File: src/rtl/edit_mode.sv
// Edit-mode keystroke engine: turns paced ASCII strobes into character writes
// and keeps the highlight memory tracking the text cursor.
module edit_mode #(
    parameter int unsigned COLS_L = 80,
    parameter int unsigned ROWS_L = 60,
    parameter int unsigned COLS_S = 40,
    parameter int unsigned ROWS_S = 30
) (
    input  logic       clk,
    input  logic       resetn,
    input  logic       sL,
    input  logic       ready,
    input  logic [6:0] asciiin,
    input  logic [5:0] colour,
    output logic [6:0] cx,
    output logic [5:0] cy,
    output logic [6:0] cascii,
    output logic [5:0] ccol,
    output logic       cwren,
    output logic [6:0] hx,
    output logic [5:0] hy,
    output logic       hl,
    output logic       hen,
    output logic [6:0] curx,
    output logic [5:0] cury,
    output logic       busy
);

    localparam int unsigned XW = 7;
    localparam int unsigned YW = 6;
    localparam logic [6:0] ASCII_BS    = 7'h08;
    localparam logic [6:0] ASCII_CR    = 7'h0D;
    localparam logic [6:0] ASCII_SPACE = 7'h20;
    localparam logic [6:0] ASCII_TILDE = 7'h7E;

    typedef enum logic [2:0] {
        S_INIT,
        S_IDLE,
        S_WRITE,
        S_HL_CLR,
        S_HL_SET
    } state_t;

    state_t state, state_d;

    logic          sl_q, sl_d;
    logic [XW-1:0] nxt_x, nxt_x_d, old_x, old_x_d;
    logic [YW-1:0] nxt_y, nxt_y_d, old_y, old_y_d;
    logic [XW-1:0] cx_d, hx_d, curx_d;
    logic [YW-1:0] cy_d, hy_d, cury_d;
    logic [6:0]    cascii_d;
    logic [5:0]    ccol_d;
    logic          cwren_d, hen_d, hl_d, busy_d;

    logic          is_print, is_bs, is_cr, sl_chg;
    logic [XW-1:0] cols_m1, adv_x, ret_x;
    logic [YW-1:0] rows_m1, adv_y, ret_y, ent_y;

    // Keystroke classification and grid bounds for the current mode
    assign is_print = (asciiin >= ASCII_SPACE) && (asciiin <= ASCII_TILDE);
    assign is_bs    = (asciiin == ASCII_BS);
    assign is_cr    = (asciiin == ASCII_CR);
    assign sl_chg   = (sL != sl_q);
    assign cols_m1  = sL ? XW'(COLS_L - 1) : XW'(COLS_S - 1);
    assign rows_m1  = sL ? YW'(ROWS_L - 1) : YW'(ROWS_S - 1);

    // Cursor neighbours: advance, retreat and newline targets
    always_comb begin
        adv_x = curx + XW'(1);
        adv_y = cury;
        if (curx >= cols_m1) begin
            adv_x = '0;
            adv_y = (cury >= rows_m1) ? '0 : cury + YW'(1);
        end
        ret_x = curx - XW'(1);
        ret_y = cury;
        if (curx == '0) begin
            if (cury == '0) begin
                ret_x = '0;
                ret_y = '0;
            end else begin
                ret_x = cols_m1;
                ret_y = cury - YW'(1);
            end
        end
        ent_y = (cury >= rows_m1) ? '0 : cury + YW'(1);
    end

    always_ff @(posedge clk or negedge resetn) begin
        if (!resetn) state <= S_INIT;
        else         state <= state_d;
    end

    always_comb begin
        state_d = state;
        case (state)
            S_INIT:   state_d = S_IDLE;
            S_IDLE: begin
                if (sl_chg)                        state_d = S_HL_CLR;
                else if (ready && (is_print || is_bs)) state_d = S_WRITE;
                else if (ready && is_cr)           state_d = S_HL_CLR;
            end
            S_WRITE:  state_d = S_HL_CLR;
            S_HL_CLR: state_d = S_HL_SET;
            S_HL_SET: state_d = S_IDLE;
            default:  state_d = S_INIT;
        endcase
    end

    // Outputs are registered, so each state's strobes are computed on entry
    always_comb begin
        sl_d     = sl_q;
        nxt_x_d  = nxt_x;
        nxt_y_d  = nxt_y;
        old_x_d  = old_x;
        old_y_d  = old_y;
        cx_d     = cx;
        cy_d     = cy;
        cascii_d = cascii;
        ccol_d   = ccol;
        hx_d     = hx;
        hy_d     = hy;
        hl_d     = hl;
        curx_d   = curx;
        cury_d   = cury;
        cwren_d  = 1'b0;
        hen_d    = 1'b0;
        busy_d   = (state_d != S_IDLE);
        case (state)
            S_INIT: begin
                sl_d  = sL;
                hen_d = 1'b1;
                hl_d  = 1'b1;
                hx_d  = '0;
                hy_d  = '0;
            end
            S_IDLE: begin
                sl_d = sL;
                if (sl_chg) begin
                    old_x_d = curx;
                    old_y_d = cury;
                    curx_d  = '0;
                    cury_d  = '0;
                    hen_d   = 1'b1;
                    hl_d    = 1'b0;
                    hx_d    = curx;
                    hy_d    = cury;
                end else if (ready && (is_print || is_bs)) begin
                    old_x_d  = curx;
                    old_y_d  = cury;
                    cwren_d  = 1'b1;
                    ccol_d   = colour;
                    if (is_print) begin
                        cx_d     = curx;
                        cy_d     = cury;
                        cascii_d = asciiin;
                        nxt_x_d  = adv_x;
                        nxt_y_d  = adv_y;
                    end else begin
                        cx_d     = ret_x;
                        cy_d     = ret_y;
                        cascii_d = ASCII_SPACE;
                        nxt_x_d  = ret_x;
                        nxt_y_d  = ret_y;
                    end
                end else if (ready && is_cr) begin
                    old_x_d = curx;
                    old_y_d = cury;
                    nxt_x_d = '0;
                    nxt_y_d = ent_y;
                    curx_d  = '0;
                    cury_d  = ent_y;
                    hen_d   = 1'b1;
                    hl_d    = 1'b0;
                    hx_d    = curx;
                    hy_d    = cury;
                end
            end
            S_WRITE: begin
                curx_d = nxt_x;
                cury_d = nxt_y;
                hen_d  = 1'b1;
                hl_d   = 1'b0;
                hx_d   = old_x;
                hy_d   = old_y;
            end
            S_HL_CLR: begin
                hen_d = 1'b1;
                hl_d  = 1'b1;
                hx_d  = curx;
                hy_d  = cury;
            end
            default: ;
        endcase
    end

    always_ff @(posedge clk or negedge resetn) begin
        if (!resetn) begin
            sl_q   <= 1'b0;
            nxt_x  <= '0;
            nxt_y  <= '0;
            old_x  <= '0;
            old_y  <= '0;
            cx     <= '0;
            cy     <= '0;
            cascii <= '0;
            ccol   <= '0;
            cwren  <= 1'b0;
            hx     <= '0;
            hy     <= '0;
            hl     <= 1'b0;
            hen    <= 1'b0;
            curx   <= '0;
            cury   <= '0;
            busy   <= 1'b1;
        end else begin
            sl_q   <= sl_d;
            nxt_x  <= nxt_x_d;
            nxt_y  <= nxt_y_d;
            old_x  <= old_x_d;
            old_y  <= old_y_d;
            cx     <= cx_d;
            cy     <= cy_d;
            cascii <= cascii_d;
            ccol   <= ccol_d;
            cwren  <= cwren_d;
            hx     <= hx_d;
            hy     <= hy_d;
            hl     <= hl_d;
            hen    <= hen_d;
            curx   <= curx_d;
            cury   <= cury_d;
            busy   <= busy_d;
        end
    end

endmodule

File: config.mk
export PLATFORM = sky130hd
export DESIGN_NAME = edit_mode
export DESIGN_NICKNAME = d
export VERILOG_FILES = /design/src/rtl/edit_mode.sv
export SDC_FILE = /design/constraint.sdc
export NUM_CORES = 1
export LEC_CHECK = 0
export CAP_MARGIN = 20
export CORE_AREA = 4 4 96 98
export CTS_CLUSTER_DIAMETER = 50
export DETAILED_ROUTE_END_ITERATION = 7
export DIE_AREA = 0 0 100 102
export PLACE_DENSITY = 0.91
export SLEW_MARGIN = 10
export SYNTH_ARGS = -nofsm -noshare
export SYNTH_HDL_FRONTEND = slang
export SYNTH_SLANG_ARGS = --single-unit
File: constraint.sdc
create_clock -name clk -period 3.5 [get_ports clk]
set_clock_uncertainty 0.15 [all_clocks]
set_input_delay 0.7 -clock clk [delete_from_list [all_inputs] [get_ports clk]]
set_output_delay 0.7 -clock clk [all_outputs]
set_load 0.03 [all_outputs]
==> key figures <==
Route
  • Remaining DRCs: 0
  • Pre-Repair DR Iteration Count: 5
  • Final WL: about 12 mm
  • Routed Antenna Nets: 0
  • Post-DR vias/cell: approximately 6.2
  • Total vias in the final route: 4064
  • WL per Instance: between 15 and 20 µm
  • Number of DRC markers in iteration 0: between 400 and 500

STA
  • RSZ-0062 raised after global routing: false
  • Hold WS: ~0.16 ns
  • Post-route clock period utilization: 0.855
  • Tmin final: between 2 and 3 ns
  • Final hold vios: 0
  • Total negative setup slack: 0 ns
  • Worst-margin pin slew: 0.642 ns
  • Final setup fails: 0
  • FMAX: roughly 330 MHz
  • Max transition margin: 0.569
  • Max-slew violations: 0
  • Worst setup margin: 0.507 ns

Power
  • Peak supply drop: 742 µV
  • Leakage: approximately 2.4 nW
  • Total power: 5.87 mW
  • Sw Pwr: 2.75 mW
  • Pwr dens: around 1000 nW/µm²
  • Flop pwr share: 0.316
  • Combinational share of power: 0.567
  • Clk pwr share: 0.118
  • Int Pwr: roughly 3.1 mW
  • Net Sw Frac: 0.468

Flow run
  • Max cap viols: 0

Yosys
  • Number of flops mapped to enable cells by yosys: 0
  • Combinational family with the most area after synthesis: compound AO/OA/AOI/OAI gates
  • Gate count of the mapped netlist: 470
  • Ranking of synthesized cells by area: dfrtp_1 (48%), nand2_1 (5.2%), a21oi_1 (3.6%)
  • Compound-cell area share of the yosys netlist: 0.214
  • Top_reg_cell synth: dfrtp_1
  • Post-synthesis sequential area ratio: 0.483
  • Post-Syn Area: 4460 µm²
  • Post-Synth Adder-Cell Area: 0.0281
  • Synthesized Nets: 497
  • Most numerous cell in the Yosys netlist: dfrtp_1
  • Share of the synthesized area in the top cell type: 0.477
  • Synthesis-stage register bit count: 86
  • Most common library cells after synthesis: dfrtp_1 (85), nand2_1 (62), nor2_1 (35)
  • Yosys top cell by area: dfrtp_1
  • Ys async rst share: 1.00
  • Simple-Gate Fraction of Synth Area: 0.168
  • Yosys cell types: 60
  • Mux contribution to synthesized area: 0.0427
  • Synthesis warning total: 0
  • Syn Area/Cell: 9.48 µm²
  • Post-Synth XOR/XNOR Area: 0.0177

Outcome
  • Status: completed

Setup path
  • CP endpoint kind: register
  • Startpoint Class: primary input
  • Crit Path Category: primary input to register
  • Crit path required time: 3.59 ns
  • Max FO, Critical Path: 14
  • CP arrival: between 3 and 4 ns

Die
  • # IOs: 73
  • Effective utilization at floorplan: 0.526
  • Core area: 8470 µm²
  • Row count: 34
  • Die H: 102 µm
  • Die Span X: ~100 µm
  • Die area: between 10000 and 15000 µm²

Clock tree
  • Setup Fix Bufs, Post-CTS: 0
  • Clock Tree Root: clkbuf_8
  • CTS Hold Bufs: 0
  • H-tree Lvls: 3
  • Clk_lat worst skew: between 0.3 and 0.4 ns
  • Clock tree buffer depth: 2
  • Post-CTS sizing: 0
  • Clock slew at reported path FFs: 0.09 ns
  • Clk sink count: 86
  • CTS tree: yes
  • CTS buffer count: 9

Finish
  • Final nets: 572
  • Number of inserted diodes: 0
  • Multi-input logic area: 2110 µm²
  • Register Area: approximately 2200 µm²
  • Share of layout cells above drive strength 1: 0.129
  • Area Overhead vs Synth: 25.6%
  • Fillers: 680

Placed design
  • Port Buffers: 72
  • Dpl ws: 0.187 ns
  • Placer Congestion: about 0.92
  • DP HPWL: 8.16 mm

GRT
  • GRT Total Usage: 0.235
  • Vias in the first global route: 3940
  • First-pass GRT wire length: 19.2 mm
  • Total grt overflow: 0
  • Number of antenna violations at the first check in global routing: 0
  • Largest net degree at the start of global routing: 87

Hold path
  • Hold crit path type: primary input to async pin
cells by family after synthesis:
| family | after synthesis |
|---|---|
| compound gates | 144 |
| xor+xnor | 9 |
| fa+ha+maj | 10 |
| buf+inv | 51 |
| flops | 86 |
| mux | 14 |
| simple gates | 156 |
cell type report:
class / count / share of cell area
inverters: 14 / 0.00939
clock buffers: 9 / 0.0221
well taps: 108 / 0.0241
multi-input cells: 333 / 0.377
flip-flops and latches: 86 / 0.385
repair buffers: 101 / 0.169
clock inverters: 7 / 0.0130
metal layers:
layer / global-route usage / routed length [µm] / up-vias
li1: - / - / 1857
met1: 0.317 / 4960 / 1970
met2: 0.382 / 5430 / 217
met3: 0.0505 / 1100 / 20
met4: 0.0736 / 204 / 0
met5: 0 / 0 / -
flip-flops by register name (all words and copies together), names as in the netlist:
name    cells
hen         1
cx          7
curx        7
busy        1
old_y       6
hx          7
ccol        6
cy          6
cwren       1
cascii      7
hy          6
state       3
old_x       7
hl          1
nxt_y       6
nxt_x       7
cury        6
sl_q        1
cells in the final DEF, fill, tap and decap left out, drive strengths merged, types with 10 or more instances in the layout:
cell type and count:
buf 30, a22oi 19, nand2 62, ha 10, o21ai 33, inv 15
dfrtp 85, clkdlybuf4s50 71, nor3 10, a21oi 32, nand3 15, nor2 35
mux2 13
path summary, 6_finish.rpt:
kind                                 start        end  slack (ns)  cells after the start
min in group clk                 cascii[3]  cascii[3]        0.33                      2
worst min register to register   cascii[3]  cascii[3]        0.33                      2
worst min-delay path                resetn  cascii[1]        0.16                      1
max in group asynchronous           resetn       busy        2.36                      2
worst max register to register     curx[0]   nxt_y[4]        0.62                      7
worst max-delay path            asciiin[5]   old_x[6]        0.51                      7
per-stage QoR:
stage / cell area (µm²) / std cells / util
after floorplan: 4460 / 470 / -
after global placement: 5380 / 641 / 0.636
after detailed placement: 5380 / 641 / 0.636
after CTS: 5580 / 657 / 0.659
after global routing: 5600 / 658 / 0.661
final: 5600 / 658 / 0.661
power groups by stage:
stage | registers [mW] | logic (mW) | clock network [mW]
after detailed placement | 1.86 | 3.31 | 0
final | 1.85 | 3.33 | 0.692
after floorplan | 2.25 | 1.72 | 0
after global routing | 1.91 | 3.62 | 0.749
after global placement | 1.83 | 3.21 | 0
after CTS | 1.84 | 3.32 | 0.706
critical path, cell delays in order:
cell,delay (ns)
clkdlybuf4s50_1,0.50
or4b_4,0.59
nor3_2,0.24
o21ai_1,0.14
a311o_1,0.37
buf_4,0.21
mux2_4,0.32
(Power assumes the default switching activity.)
